### config.mk
export PLATFORM = sky130hd
export DESIGN_NAME = lcd_text_buf_flat
export DESIGN_NICKNAME = d
export VERILOG_FILES = /design/src/rtl/lcd_text_buf_if.sv /design/src/rtl/lcd_text_buf.sv /design/src/flat_wrapper.sv
export SDC_FILE = /design/constraint.sdc
export NUM_CORES = 1
export LEC_CHECK = 0
export BUFFER_PORTS_ARGS = -buffer_cell sky130_fd_sc_hd__buf_4
export CELL_PAD_IN_SITES_DETAIL_PLACEMENT = 1
export CELL_PAD_IN_SITES_GLOBAL_PLACEMENT = 2
export CORE_ASPECT_RATIO = 0.9
export CORE_MARGIN = 5
export CORE_UTILIZATION = 47
export CTS_CLUSTER_SIZE = 25
export DETAILED_ROUTE_END_ITERATION = 8
export PLACE_DENSITY_LB_ADDON = 0.1
export SLEW_MARGIN = 20
export SYNTH_ARGS = -nofsm -noshare
export SYNTH_HDL_FRONTEND = slang
export SYNTH_SLANG_ARGS = --single-unit
### constraint.sdc
create_clock -name CLK_I -period 4.2 [get_ports CLK_I]
set_input_delay 0.42 -clock CLK_I [delete_from_list [all_inputs] [get_ports CLK_I]]
set_output_delay 0.42 -clock CLK_I [all_outputs]
set_load 0.02 [all_outputs]
### src/rtl/lcd_text_buf_if.sv
// Host write stream and LCD driver read port of the character frame buffer.
// The master side is the host/driver, the slave side is lcd_text_buf.
interface lcd_text_buf_if;
    logic       WR_VALID_I;
    logic [7:0] WR_DATA_I;
    logic       WR_READY_O;
    logic       RD_EN_I;
    logic [9:0] RD_ADDR_I;
    logic [7:0] RD_CHR_O;
    logic [5:0] CURSOR_O;
    logic       BUSY_O;

    modport master (
        output WR_VALID_I, WR_DATA_I, RD_EN_I, RD_ADDR_I,
        input  WR_READY_O, RD_CHR_O, CURSOR_O, BUSY_O
    );

    modport slave (
        input  WR_VALID_I, WR_DATA_I, RD_EN_I, RD_ADDR_I,
        output WR_READY_O, RD_CHR_O, CURSOR_O, BUSY_O
    );
endinterface

### src/rtl/lcd_text_buf.sv
// 40-byte character frame buffer for a two-line LCD16032 display.
// Decodes a host byte stream (ASCII, GB2312 double-byte, CR/LF/BS/FF),
// keeps double-byte characters on even/odd address pairs, and serves
// the image to the LCD driver through a registered, read-first port.
module lcd_text_buf #(
    parameter logic [7:0] C_BLANK = 8'h20
) (
    input  logic           CLK_I,
    input  logic           RST_I,
    lcd_text_buf_if.slave  bus
);

    localparam logic [1:0] ST_CLEAR = 2'd0;
    localparam logic [1:0] ST_IDLE  = 2'd1;
    localparam logic [1:0] ST_PAD   = 2'd2;

    localparam logic [5:0] LAST_IDX  = 6'd39;
    localparam logic [5:0] LINE2_IDX = 6'd20;

    logic [1:0] state_q,   state_d;
    logic [5:0] clr_idx_q, clr_idx_d;
    logic [5:0] cursor_q,  cursor_d;
    logic       hz_pend_q, hz_pend_d;
    logic [7:0] lead_q,    lead_d;
    logic       ready_q,   ready_d;
    logic [7:0] rd_chr_q;
    logic [7:0] mem_q [0:39];

    logic       mem_we_d;
    logic [5:0] mem_addr_d;
    logic [7:0] mem_wdata_d;
    logic       accept_s;

    // Cursor step forward with wrap 39 -> 0.
    function automatic logic [5:0] cur_inc(input logic [5:0] c);
        return (c == LAST_IDX) ? 6'd0 : (c + 6'd1);
    endfunction

    // Cursor step backward with wrap 0 -> 39.
    function automatic logic [5:0] cur_dec(input logic [5:0] c);
        return (c == 6'd0) ? LAST_IDX : (c - 6'd1);
    endfunction

    assign accept_s = bus.WR_VALID_I & ready_q;

    // Next-state, RAM write port and byte decode.
    always_comb begin
        state_d     = state_q;
        clr_idx_d   = clr_idx_q;
        cursor_d    = cursor_q;
        hz_pend_d   = hz_pend_q;
        lead_d      = lead_q;
        mem_we_d    = 1'b0;
        mem_addr_d  = cursor_q;
        mem_wdata_d = bus.WR_DATA_I;
        case (state_q)
            ST_CLEAR: begin
                mem_we_d    = 1'b1;
                mem_addr_d  = clr_idx_q;
                mem_wdata_d = C_BLANK;
                if (clr_idx_q == LAST_IDX) begin
                    clr_idx_d = 6'd0;
                    cursor_d  = 6'd0;
                    hz_pend_d = 1'b0;
                    state_d   = ST_IDLE;
                end else begin
                    clr_idx_d = clr_idx_q + 6'd1;
                end
            end
            ST_IDLE: begin
                if (!accept_s) begin
                    state_d = ST_IDLE;
                end else if (hz_pend_q) begin
                    // Trail byte of a double-byte character: any value.
                    mem_we_d  = 1'b1;
                    cursor_d  = cur_inc(cursor_q);
                    hz_pend_d = 1'b0;
                end else if (bus.WR_DATA_I[7]) begin
                    if (!cursor_q[0]) begin
                        mem_we_d  = 1'b1;
                        cursor_d  = cur_inc(cursor_q);
                        hz_pend_d = 1'b1;
                    end else begin
                        // Lead byte on an odd cell: blank it, write lead next cycle.
                        mem_we_d    = 1'b1;
                        mem_wdata_d = C_BLANK;
                        cursor_d    = cur_inc(cursor_q);
                        lead_d      = bus.WR_DATA_I;
                        state_d     = ST_PAD;
                    end
                end else if (bus.WR_DATA_I >= 8'h20 && bus.WR_DATA_I != 8'h7F) begin
                    mem_we_d = 1'b1;
                    cursor_d = cur_inc(cursor_q);
                end else begin
                    case (bus.WR_DATA_I)
                        8'h0C: begin
                            state_d   = ST_CLEAR;
                            clr_idx_d = 6'd0;
                        end
                        8'h0D:   cursor_d = (cursor_q < LINE2_IDX) ? 6'd0 : LINE2_IDX;
                        8'h0A:   cursor_d = (cursor_q < LINE2_IDX) ? LINE2_IDX : 6'd0;
                        8'h08:   cursor_d = cur_dec(cursor_q);
                        default: cursor_d = cursor_q;
                    endcase
                end
            end
            ST_PAD: begin
                mem_we_d    = 1'b1;
                mem_wdata_d = lead_q;
                cursor_d    = cur_inc(cursor_q);
                hz_pend_d   = 1'b1;
                state_d     = ST_IDLE;
            end
            default: begin
                state_d   = ST_CLEAR;
                clr_idx_d = 6'd0;
            end
        endcase
        ready_d = (state_d == ST_IDLE);
    end

    // Control state registers; reset restarts the clear sequence.
    always_ff @(posedge CLK_I) begin
        if (RST_I) begin
            state_q   <= ST_CLEAR;
            clr_idx_q <= 6'd0;
            cursor_q  <= 6'd0;
            hz_pend_q <= 1'b0;
            lead_q    <= 8'h00;
            ready_q   <= 1'b0;
        end else begin
            state_q   <= state_d;
            clr_idx_q <= clr_idx_d;
            cursor_q  <= cursor_d;
            hz_pend_q <= hz_pend_d;
            lead_q    <= lead_d;
            ready_q   <= ready_d;
        end
    end

    // Character RAM write port.
    always_ff @(posedge CLK_I) begin
        if (!RST_I && mem_we_d) begin
            mem_q[mem_addr_d] <= mem_wdata_d;
        end
    end

    // Registered read port; read-first against a same-edge write.
    always_ff @(posedge CLK_I) begin
        if (RST_I) begin
            rd_chr_q <= C_BLANK;
        end else if (bus.RD_EN_I) begin
            if (bus.RD_ADDR_I < 10'd40) begin
                rd_chr_q <= mem_q[bus.RD_ADDR_I[5:0]];
            end else begin
                rd_chr_q <= C_BLANK;
            end
        end
    end

    assign bus.WR_READY_O = ready_q;
    assign bus.BUSY_O     = ~ready_q;
    assign bus.CURSOR_O   = cursor_q;
    assign bus.RD_CHR_O   = rd_chr_q;

endmodule
### src/flat_wrapper.sv
// flat-port wrapper written by rule: the top's interface ports become plain ports
module lcd_text_buf_flat 
#(
    parameter logic [7:0] C_BLANK = 8'h20
)
  (CLK_I, RST_I, bus_WR_VALID_I, bus_WR_DATA_I, bus_RD_EN_I, bus_RD_ADDR_I, bus_WR_READY_O, bus_RD_CHR_O, bus_CURSOR_O, bus_BUSY_O);
  lcd_text_buf_if bus_i ();
  input  logic CLK_I;
  input  logic RST_I;
  input wire logic [$bits(bus_i.WR_VALID_I)-1:0] bus_WR_VALID_I;
  input wire logic [$bits(bus_i.WR_DATA_I)-1:0] bus_WR_DATA_I;
  input wire logic [$bits(bus_i.RD_EN_I)-1:0] bus_RD_EN_I;
  input wire logic [$bits(bus_i.RD_ADDR_I)-1:0] bus_RD_ADDR_I;
  output wire logic [$bits(bus_i.WR_READY_O)-1:0] bus_WR_READY_O;
  output wire logic [$bits(bus_i.RD_CHR_O)-1:0] bus_RD_CHR_O;
  output wire logic [$bits(bus_i.CURSOR_O)-1:0] bus_CURSOR_O;
  output wire logic [$bits(bus_i.BUSY_O)-1:0] bus_BUSY_O;
  assign bus_i.WR_VALID_I = bus_WR_VALID_I;
  assign bus_i.WR_DATA_I = bus_WR_DATA_I;
  assign bus_i.RD_EN_I = bus_RD_EN_I;
  assign bus_i.RD_ADDR_I = bus_RD_ADDR_I;
  assign bus_WR_READY_O = bus_i.WR_READY_O;
  assign bus_RD_CHR_O = bus_i.RD_CHR_O;
  assign bus_CURSOR_O = bus_i.CURSOR_O;
  assign bus_BUSY_O = bus_i.BUSY_O;
  lcd_text_buf #(.C_BLANK(C_BLANK)) u_core (.CLK_I(CLK_I), .RST_I(RST_I), .bus(bus_i));
endmodule
==> results of run 1 <==
report_power, final:
part           total, mW  internal (mW)  switching (mW)
Combinational      0.498          0.174           0.324
Sequential          3.90           3.88          0.0214
Clock               2.99           1.69            1.30
Total               7.39           5.74            1.64
placed cells by master (no fill, tap or decap), types with 8 or more instances in the layout:
master       n
mux4_2      80
o311ai_0    10
nand2b_1    10
o31ai_1      8
clkinv_1     9
buf_4       55
o22ai_1     22
nand3_1      9
clkbuf_16   38
nor4_1       8
a21oi_1     12
nor2_1      71
nand2_1     34
clkinv_2     9
mux2i_1     21
edfxtp_1   320
o21ai_0     13
dfxtp_1     32
a211oi_1    10
nor3_1      16
inv_1       14
metrics by stage:
step	utilization [%]	area [µm²]	std cells	total power [mW]	worst slack [ns]
6_report	53.59	16480	1340	7.385	1.053
5_1_grt	53.58	16480	1339	7.653	0.8106
4_1_cts	53.58	16480	1339	7.454	1.040
3_5_place_dp	50.01	15380	1274	4.475	1.017
3_3_place_gp	50.01	15380	1274	4.453	0.9551
2_1_floorplan	-	14590	853	4.264	1.314
sequential cells by signal (all words and copies together) (netlist names):
| name | count |
|---|---|
| u_core.mem_q | 320 |
| u_core.bus.CURSOR_O | 6 |
| u_core.bus.RD_CHR_O | 8 |
| u_core.lead_q | 8 |
| u_core.clr_idx_q | 6 |
| u_core.hz_pend_q | 1 |
| u_core.state_q | 2 |
| u_core.bus.WR_READY_O | 1 |
final timing paths:
check / endpoint / depth (start not counted)
setup / recovery: u_core.mem_q[2][6] / 7
hold / removal: u_core.lead_q[3] / 3
setup reg to reg: u_core.mem_q[2][6] / 7
hold reg to reg: u_core.lead_q[7] / 2
tightest hold or removal path: cells and delay by family:
| family | cells | cell delay, ns |
|---|---|---|
| buf+inv | 1 | 0.10 |
| simple gates | 1 | 0.07 |
| mux | 1 | 0.06 |
final cells by class:
cell class	instances	area (µm²)
repair buffers	57	452.9
multi-input cells	441	4113
inverters	15	56.30
clock buffers	47	1005
diodes	1	2.502
clock inverters	18	91.34
flip-flops and latches	352	10250
fillers	2792	14280
well taps	409	511.7
routing by layer:
layer  global-route usage, %  up-vias  wire length (µm)
met1                   31.25     4363             16680
met3                   4.435       39              2507
met4                   4.974        0               609
li1                        -     3582                 -
met2                   34.37      270             17250
met5                       0        -                 0
logic make-up (layout without fill, tap and decap cells):
kind of cell / count (synthesis) / count (layout) / synth area share (%)
compound gates: 124 / 124 / 6.114
fa+ha+maj: 7 / 7 / 0.6003
mux: 102 / 102 / 13.87
flops: 352 / 352 / 70.25
simple gates: 207 / 207 / 7.469
other cells: 0 / 1 / 0
xor+xnor: 1 / 1 / 0.06004
buf+inv: 60 / 137 / 1.638
==> results.md, run 1 <==
* Syn Nets at 882
* Initial DRC count at 618
* Worst Skew at 0.02781 ns
* Total number of vias at around 8300
* Worst-path maximum fanout at 26
* Startpoint Class: flop
* Status: completed
* Most used cell, CP: buf_4
* Layout cells sized above 1 at around 22%
* Peak VDD IR at roughly 0.34 mV
* Vias/cell at 6.160
* Largest net degree at the start of global routing at 60
* Asr flop ratio synth at 0%
* Finish-stage setup viols at 0
* Clock root buffer: clkbuf_16
* Largest cells by area after synthesis: edfxtp_1 66%, mux4_2 12%, dfxtp_1 4.4%
* Crit-path cells: inv_1, ha_1, buf_4, o21ai_0, o311ai_0, buf_4, nor2_1
* Routed wire length at around 37 mm
* Min Hold Slack at 0.1809 ns
* Hold path start: bus_WR_DATA_I[3]
* Critical path's slowest cell: nor2_1
* Critical setup path kind: reg2reg
* Worst slew pin tran at 1.098 ns
* Clock sink count at 352
* Syn. warnings at 0
* First drt pass iteration count at 5
* # DRC at 0
* Top post-synthesis cells by count: 320 x edfxtp_1, 80 x mux4_2, 71 x nor2_1, 34 x nand2_1, 32 x dfxtp_1
* Leakage at 5.328 nW
* WP buf/inv at 3
* Num CTS Buffers at 37
* Gate Count Post-Synth at 853
* Clk slew on worst S/H paths at 0.06 ns
* Post-DP HPWL at 24.11 mm
* Final net count at slightly above 900
* Fmax at roughly 320 MHz
* Latest clock arrival within the worst-skew pair at about 0.53 ns
* Data arrival, critical path at 3.29 ns
* Resize count post-CTS at 0
* Worst R2R Start: u_core.state_q[0]
* Max-slew headroom at around a quarter
* Worst Hold Class: in2reg
* Clk buf depth at 3
* Core area at 30760 µm²
* Die height at 177.2 µm
* First-pass GRT wire length at 56.12 mm
* Post-synth EDFFs at 320
* Cell Pwr Density at 448.1 nW/µm²
* Sequential area share after synthesis at 70.25%
* Max_cap viols at 0
* Die W at 195.7 µm
* RSZ-0062 raised after global routing: no
* Critical path required time at 4.34 ns
* Synth top area share at 65.86%
* Setup TNS at 0 ns
* Number of synthesized register bits at 352
* Dominant synthesized flop cell: edfxtp_1
* Initial antenna violation count at 0
* Avg Cell Area, Syn at 17.10 µm²
* DRT antenna net count at 0
* Slowest Stage Delay on Critical Path at 0.67 ns
* Top cell type by total area after synthesis: edfxtp_1
* Remaining global-route overflow at 0
* R2R Setup Slk at about 1.1 ns
* Vias in the first global route at 8723
* Synth cell types at 66
* Synth-to-layout area growth at 12.97%
* Die area at roughly 35000 µm²
* Count leader, synth: edfxtp_1
* Number of hold buffers added after cts at 0
* PortBufs at 37
* Post-synth design cell area at 14590 µm²
* Final Slew Violations at 0
* TritonCTS clock tree: yes
* Crit share post-route at 74.92%
* Initial Utilization at 47.44%
* FP Rows at 61
* H-tree depth at 2
* Crit end category: flop
* Total Routing Usage GR at 21.63%
* IO Count at 38
* Min Tclk post-route at about 3.1 ns
* WL/cell at ~28 µm
* Fin. Hold Viols at 0
* CP delay by family, top: compound AO/OA/AOI/OAI gates
* Total setup buffers inserted after CTS at 0
* GP Congestion at 0.8033
* Worst Setup SP: u_core.state_q[0]
Note: power is estimated with default switching activity, not from simulation.
==> run 2, diff against run 1 <==
==> constraint.sdc (replaced) <==
create_clock -name CLK_I -period 3.3 [get_ports CLK_I]
set_input_delay 0.33 -clock CLK_I [delete_from_list [all_inputs] [get_ports CLK_I]]
set_output_delay 0.33 -clock CLK_I [all_outputs]
set_load 0.02 [all_outputs]
==> results.md, run 2 (synthesis results as in run 1) <==
* Status: completed
* GP Congestion at 0.8299 (+3.3%)
* H-tree depth at 2 (unchanged)
* Die area at 34670 µm² (unchanged)
* DRT antenna net count at 0 (unchanged)
* Hold path start: bus_WR_DATA_I[3]
* Worst Skew at 0.02087 ns (-0.006945 ns)
* P_int at 7.481 mW (+30%)
* TritonCTS clock tree: yes
* IO Count at 38 (unchanged)
* Worst Hold Class: in2reg
* Synth-to-layout area growth at 14.72%
* Die height at 177.2 µm (unchanged)
* Finish-stage setup viols at 0 (unchanged)
* # DRC at 0 (unchanged)
* Clk slew on worst S/H paths at 0.06 ns (about the same)
* Total number of vias at 8257 (+0.036%)
* CP delay by family, top: simple AND/OR/NAND/NOR gates
* Reg with most FFs: u_core.mem_q
* Antenna Cells at 0 (-1)
* Final Slew Violations at 0 (unchanged)
* Slowest Stage Delay on Critical Path at 0.59 ns (-0.08 ns)
* Crit end category: flop
* Num CTS Buffers at 38 (+2.7%)
* Sw frac at 21.98% (-0.29 points)
* Latest clock arrival within the worst-skew pair at 0.52 ns (about the same)
* Max_cap viols at 0 (unchanged)
* Routed wire length at 37.54 mm (+1.3%)
* Pre-CTS setup slack at 0.2273 ns (-0.7895 ns)
* Fmax at 330.4 MHz (+4.0%)
* First drt pass iteration count at 5 (unchanged)
* Dpl cells at 1303 (+2.3%)
* Fin. Hold Viols at 0 (unchanged)
* Clk buf depth at 3 (unchanged)
* Clock sink count at 352 (unchanged)
* Data arrival, critical path at 3.17 ns (-0.12 ns)
* RSZ-0062 raised after global routing: no
* Crit share post-route at 91.73% (+17 points)
* Initial Utilization at 47.44% (unchanged)
* Total Routing Usage GR at 22.08% (+0.45 points)
* Clock share of power at 41.5% (+1.0 points)
* WL/cell at 27.44 µm (-0.72%)
* Min Tclk post-route at 3.027 ns (-0.1196 ns)
* Startpoint Class: flop
* Hold Path Sink: u_core.lead_q[3]
* R2r endpoint: u_core.mem_q[6][3]
* Critical path required time at 3.45 ns (-0.89 ns)
* Power share of the combinational group at 6.8% (about the same)
* Peak VDD IR at 0.3400 mV (+0.33%)
* Clock root buffer: clkbuf_16
* Remaining global-route overflow at 0 (unchanged)
* Worst-path maximum fanout at 10 (-62%)
* R2R Setup Slk at 0.27 ns (-0.78 ns)
* Die W at 195.7 µm (unchanged)
* Hold Crit Depth at 3 (unchanged)
* Initial DRC count at 572 (-7.4%)
* Part of the power in registers at 51.7% (-1.1 points)
* Net Switching at 2.108 mW (+28%)
* Fin cells at 1368 (+2.1%)
* Worst Reg-to-Reg Cells at 8 (+1)
* Vias in the first global route at 8905 (+2.1%)
* WP buf/inv at 3 (unchanged)
* Core area at 30760 µm² (unchanged)
* PortBufs at 37 (unchanged)
* Final net count at 963 (+3.2%)
* Initial antenna violation count at 0 (unchanged)
* First-pass GRT wire length at 57.88 mm (+3.1%)
* Most common cell after layout, fill and taps aside: edfxtp_1
* Cell Pwr Density at 572.8 nW/µm² (+28%)
* Max-slew headroom at 36.47% (+11 points)
* Critical path's slowest cell: nor2_1
* Setup TNS at 0 ns (unchanged)
* Worst R2R Start: u_core.state_q[0]
* Largest net degree at the start of global routing at 55 (-8.3%)
* FP Rows at 61 (unchanged)
* Commonest non-fill, non-tap cells in the layout: 320 x edfxtp_1, 85 x buf_4, 80 x mux4_2
* PnR worst setup slack at 0.2730 ns (-0.7804 ns)
* Vias/cell at 6.036 (-2.0%)
* Leakage at 5.489 nW (+3.0%)
* Layout cells sized above 1 at 24.40% (+2.1 points)
* Critical setup path kind: reg2reg
* Max reg flops at 320 (unchanged)
* Crit-path cells: inv_1, ha_1, clkinv_1, or3_1, a21oi_1, o311ai_0, buf_4, nor2_1
* Post-DP HPWL at 24.14 mm (+0.12%)
* Worst slew pin tran at 0.9410 ns (-0.1567 ns)
==> run 2: tightest hold or removal path, delay by kind of cell <==
kind,cells,cell delay [ns]
buf+inv,1,0.10
simple gates,1,0.07
mux,1,0.06
==> run 2: metal layers <==
metal | GRT usage, % | wire length [µm] | share of wire, %
met5 | 0 | 0 | 0
met4 | 4.887 | 754 | 2.0
met3 | 3.921 | 1868 | 5.0
met2 | 34.92 | 17600 | 47
met1 | 32.55 | 17320 | 46
==> run 2: repair_timing <==
| item | in CTS | in global routing |
|---|---|---|
| hold buffers | 0 | 0 |
| endpoints found under the hold margin | 0 | 0 |
| setup buffers | 0 | 0 |
| endpoints found under the setup margin | 0 | 13 |
| gates resized for setup | 0 | 2 |
==> run 2: metrics by stage <==
step	hold slack, ns	utilization [%]	power (mW)	cell area (µm²)
global placement	0.4442	50.68	5.672	15590
finish	0.08708	54.42	9.589	16740
global route	0.1044	54.42	9.948	16740
CTS	0.07689	54.40	9.667	16730
detailed placement	0.4448	50.68	5.703	15590
floorplan	0.4258	-	5.427	14590
==> run 2: final cells by class <==
type	count	area, µm²
fill	2805	14020
sequential	352	10250
multi-input combinational	441	4118
clock buffer	49	1012
timing repair buffer	86	658.1
tap	409	511.7
clock inverter	16	132.6
inverter	15	56.30
==> run 2: worst max path at each step <==
stage,from,end,slack (ns),depth (start not counted)
floorplan,u_core.state_q[0],u_core.mem_q[0][5],0.41,8
global placement,bus_WR_DATA_I[1],u_core.mem_q[35][3],0.35,6
detailed placement,bus_WR_DATA_I[1],u_core.mem_q[27][2],0.23,6
CTS,u_core.state_q[0],u_core.mem_q[14][0],0.26,8
global route,u_core.state_q[0],u_core.mem_q[38][7],0.02,8
finish,u_core.state_q[0],u_core.mem_q[6][3],0.27,8
==> run 2: power by group through the flow <==
stage | clock network, mW | logic [mW] | registers (mW)
floorplan | 0 | 0.382 | 5.05
global placement | 0 | 0.624 | 5.05
detailed placement | 0 | 0.649 | 5.05
CTS | 4.05 | 0.653 | 4.96
global route | 4.29 | 0.694 | 4.96
finish | 3.98 | 0.648 | 4.96
==> run 3, diff against run 2 <==
--- a/config.mk
+++ b/config.mk
@@ -10,7 +10,7 @@
 export CELL_PAD_IN_SITES_GLOBAL_PLACEMENT = 2
 export CORE_ASPECT_RATIO = 0.9
 export CORE_MARGIN = 5
-export CORE_UTILIZATION = 47
+export CORE_UTILIZATION = 25
 export CTS_CLUSTER_SIZE = 25
 export DETAILED_ROUTE_END_ITERATION = 8
 export PLACE_DENSITY_LB_ADDON = 0.1
==> results.md, run 3 (synthesis results as in run 1) <==
* Status: completed
* # DRC at 0 (unchanged)
* Power share of the combinational group at 7.1% (+0.3 points)
* Vias/cell at 4.636 (-23%)
* Vias in the first global route at 8876 (-0.33%)
* Finish-stage setup viols at 0 (unchanged)
* TritonCTS clock tree: yes
* Crit share post-route at 90.08% (-1.6 points)
* Crit-path cells: inv_1, ha_1, buf_4, clkinv_1, a21boi_0, o311ai_1, buf_4, nor2_1, buf_4
* Worst slew pin tran at 0.8574 ns (-0.08352 ns)
* Worst Skew at 0.01300 ns (-0.007869 ns)
* PnR worst setup slack at 0.3272 ns (+0.05424 ns)
* Clock sink count at 352 (unchanged)
* Layout cells sized above 1 at 27.67% (+3.3 points)
* Initial DRC count at 499 (-13%)
* Die area at 63300 µm² (+83%)
* Commonest non-fill, non-tap cells in the layout: 320 x edfxtp_1, 115 x buf_4, 80 x mux4_2
* Min Tclk post-route at 2.973 ns (-0.05424 ns)
* Worst-path maximum fanout at 15 (+5)
* Startpoint Class: flop
* FILL cells at 6004 (+110%)
* Data arrival, critical path at 3.23 ns (+0.06 ns)
* Num CTS Buffers at 41 (+7.9%)
* Leakage at 5.729 nW (+4.4%)
* Core Util, Final at 30.25% (-24 points)
* Fin. Hold Viols at 0 (unchanged)
* Die height at 239.2 µm (+35%)
* Min Hold Slack at 0.05193 ns (-0.03515 ns)
* Die W at 264.6 µm (+35%)
* Sw frac at 23.03% (+1.0 points)
* Synth-to-layout area growth at 20.51%
* WL/cell at 24.68 µm (-10%)
* RSZ-0062 raised after global routing: no
* Grt met2 use at 21.42% (-14 points)
* Cell Pwr Density at 567.7 nW/µm² (-0.89%)
* Resize count post-CTS at 0 (unchanged)
* Peak VDD IR at 0.3331 mV (-2.0%)
* PortBufs at 37 (unchanged)
* FP Rows at 84 (+38%)
* P_int at 7.684 mW (+2.7%)
* Slowest Stage Delay on Critical Path at 0.51 ns (-0.08 ns)
* Total number of vias at 8233 (-0.29%)
* Setup TNS at 0 ns (unchanged)
* Clk slew on worst S/H paths at 0.06 ns (about the same)
* Max_cap viols at 0 (unchanged)
* Clock root buffer: clkbuf_16
* GP Congestion at 0.7220 (-13%)
* Fmax at 336.4 MHz (+1.8%)
* H-tree depth at 2 (unchanged)
* Met3 GRT Util at 2.229% (-1.7 points)
* Most common cell after layout, fill and taps aside: edfxtp_1
* Clk buf depth at 3 (unchanged)
* First drt pass iteration count at 5 (unchanged)
* Final net count at 999 (+3.7%)
* Clock share of power at 43.2% (+1.7 points)
* Final Slew Violations at 0 (unchanged)
* Post-DP HPWL at 28.70 mm (+19%)
* Latest clock arrival within the worst-skew pair at 0.55 ns (+0.03 ns)
* Pre-CTS setup slack at 0.3229 ns (+0.09565 ns)
* Net Switching at 2.299 mW (+9.0%)
* Total Routing Usage GR at 13.89% (-8.2 points)
* Reg with most FFs: u_core.mem_q
* Crit end category: flop
* Critical path required time at 3.56 ns (+0.11 ns)
* Initial antenna violation count at 0 (unchanged)
* Met1 Use GR at 20.54% (-12 points)
* Critical path's slowest cell: a21boi_0
* Initial Utilization at 25.10% (-22 points)
* DRT antenna net count at 0 (unchanged)
* Part of the power in registers at 49.7% (-2.0 points)
* Most used cell, CP: buf_4
* Worst Hold Class: in2reg
* Largest net degree at the start of global routing at 41 (-25%)
* Busiest grt layer: met2
* Max-slew headroom at 41.93% (+5.5 points)
* Routed wire length at 43.84 mm (+17%)
* Remaining global-route overflow at 0 (unchanged)
* Critical setup path kind: reg2reg
* Max reg flops at 320 (unchanged)
* First-pass GRT wire length at 64.78 mm (+12%)
* Core area at 58120 µm² (+89%)
* IO Count at 38 (unchanged)
run 3: cell count changes in the layout (fill, tap and decap cells not counted), moves of 3 or more:
cell,previous run,this run
clkinv_2,2,9
buf_4,85,115
clkbuf_16,38,41
o311ai_0,11,3
o311ai_1,0,6
run 3: final timing paths:
kind / cells past startpoint / slack [ns] / from / endpoint
max: 9 / 0.33 / u_core.state_q[0] / u_core.mem_q[0][6]
min: 3 / 0.05 / bus_WR_DATA_I[4] / u_core.lead_q[4]
max reg2reg: 9 / 0.33 / u_core.state_q[0] / u_core.mem_q[0][6]
min reg2reg: 2 / 0.45 / u_core.lead_q[7] / u_core.lead_q[7]
run 3: area by class of cell:
cell class                      count  area (µm²)  share of cell area, %
Inverter                           15       56.30                 0.3202
Clock buffer                       53        1091                  6.205
Sequential cell                   352       10250                  58.29
Antenna cell                        1       2.502                0.01423
Clock inverter                     21       152.6                 0.8681
Tap cell                          774       968.4                  5.508
Timing Repair Buffer              119       933.4                  5.308
Multi-Input combinational cell    441        4129                  23.48
run 3: per-stage QoR:
step / total power, mW / area (µm²) / cells
after floorplan: 5.427 / 14590 / 853
after global placement: 5.788 / 16330 / 1700
after detailed placement: 5.790 / 16330 / 1700
after CTS: 10.18 / 17580 / 1775
after global routing: 10.44 / 17580 / 1775
final: 9.983 / 17580 / 1776
run 3: metal layers:
metal | routed length, µm | share of wire [%] | up-vias
met4 | 842 | 1.9 | 0
met3 | 1698 | 3.9 | 42
met2 | 19800 | 45 | 122
met5 | 0 | 0 | -
met1 | 21490 | 49 | 4349
li1 | - | - | 3720
run 3: critical path: cells and delay by family (launching register included):
family | cells | cell delay [ns]
buffers and inverters | 5 | 1.05
AOI/OAI and AO/OA | 2 | 0.89
DFF | 1 | 0.34
and+or+nand+nor | 1 | 0.21
adders and majority gates | 1 | 0.19
run 3: what timing repair did:
action | in CTS | in global routing
buffers inserted | 0 | 0
endpoints found under the hold margin | 1 | 0
hold buffers | 1 | 0
run 3: power groups by stage:
| stage | Sequential (mW) | Combinational [mW] | Clock, mW |
|---|---|---|---|
| detailed placement | 5.05 | 0.738 | 0 |
| global placement | 5.05 | 0.734 | 0 |
| floorplan | 5.05 | 0.382 | 0 |
| global route | 4.96 | 0.776 | 4.71 |
| CTS | 4.96 | 0.740 | 4.48 |
| finish | 4.96 | 0.712 | 4.31 |
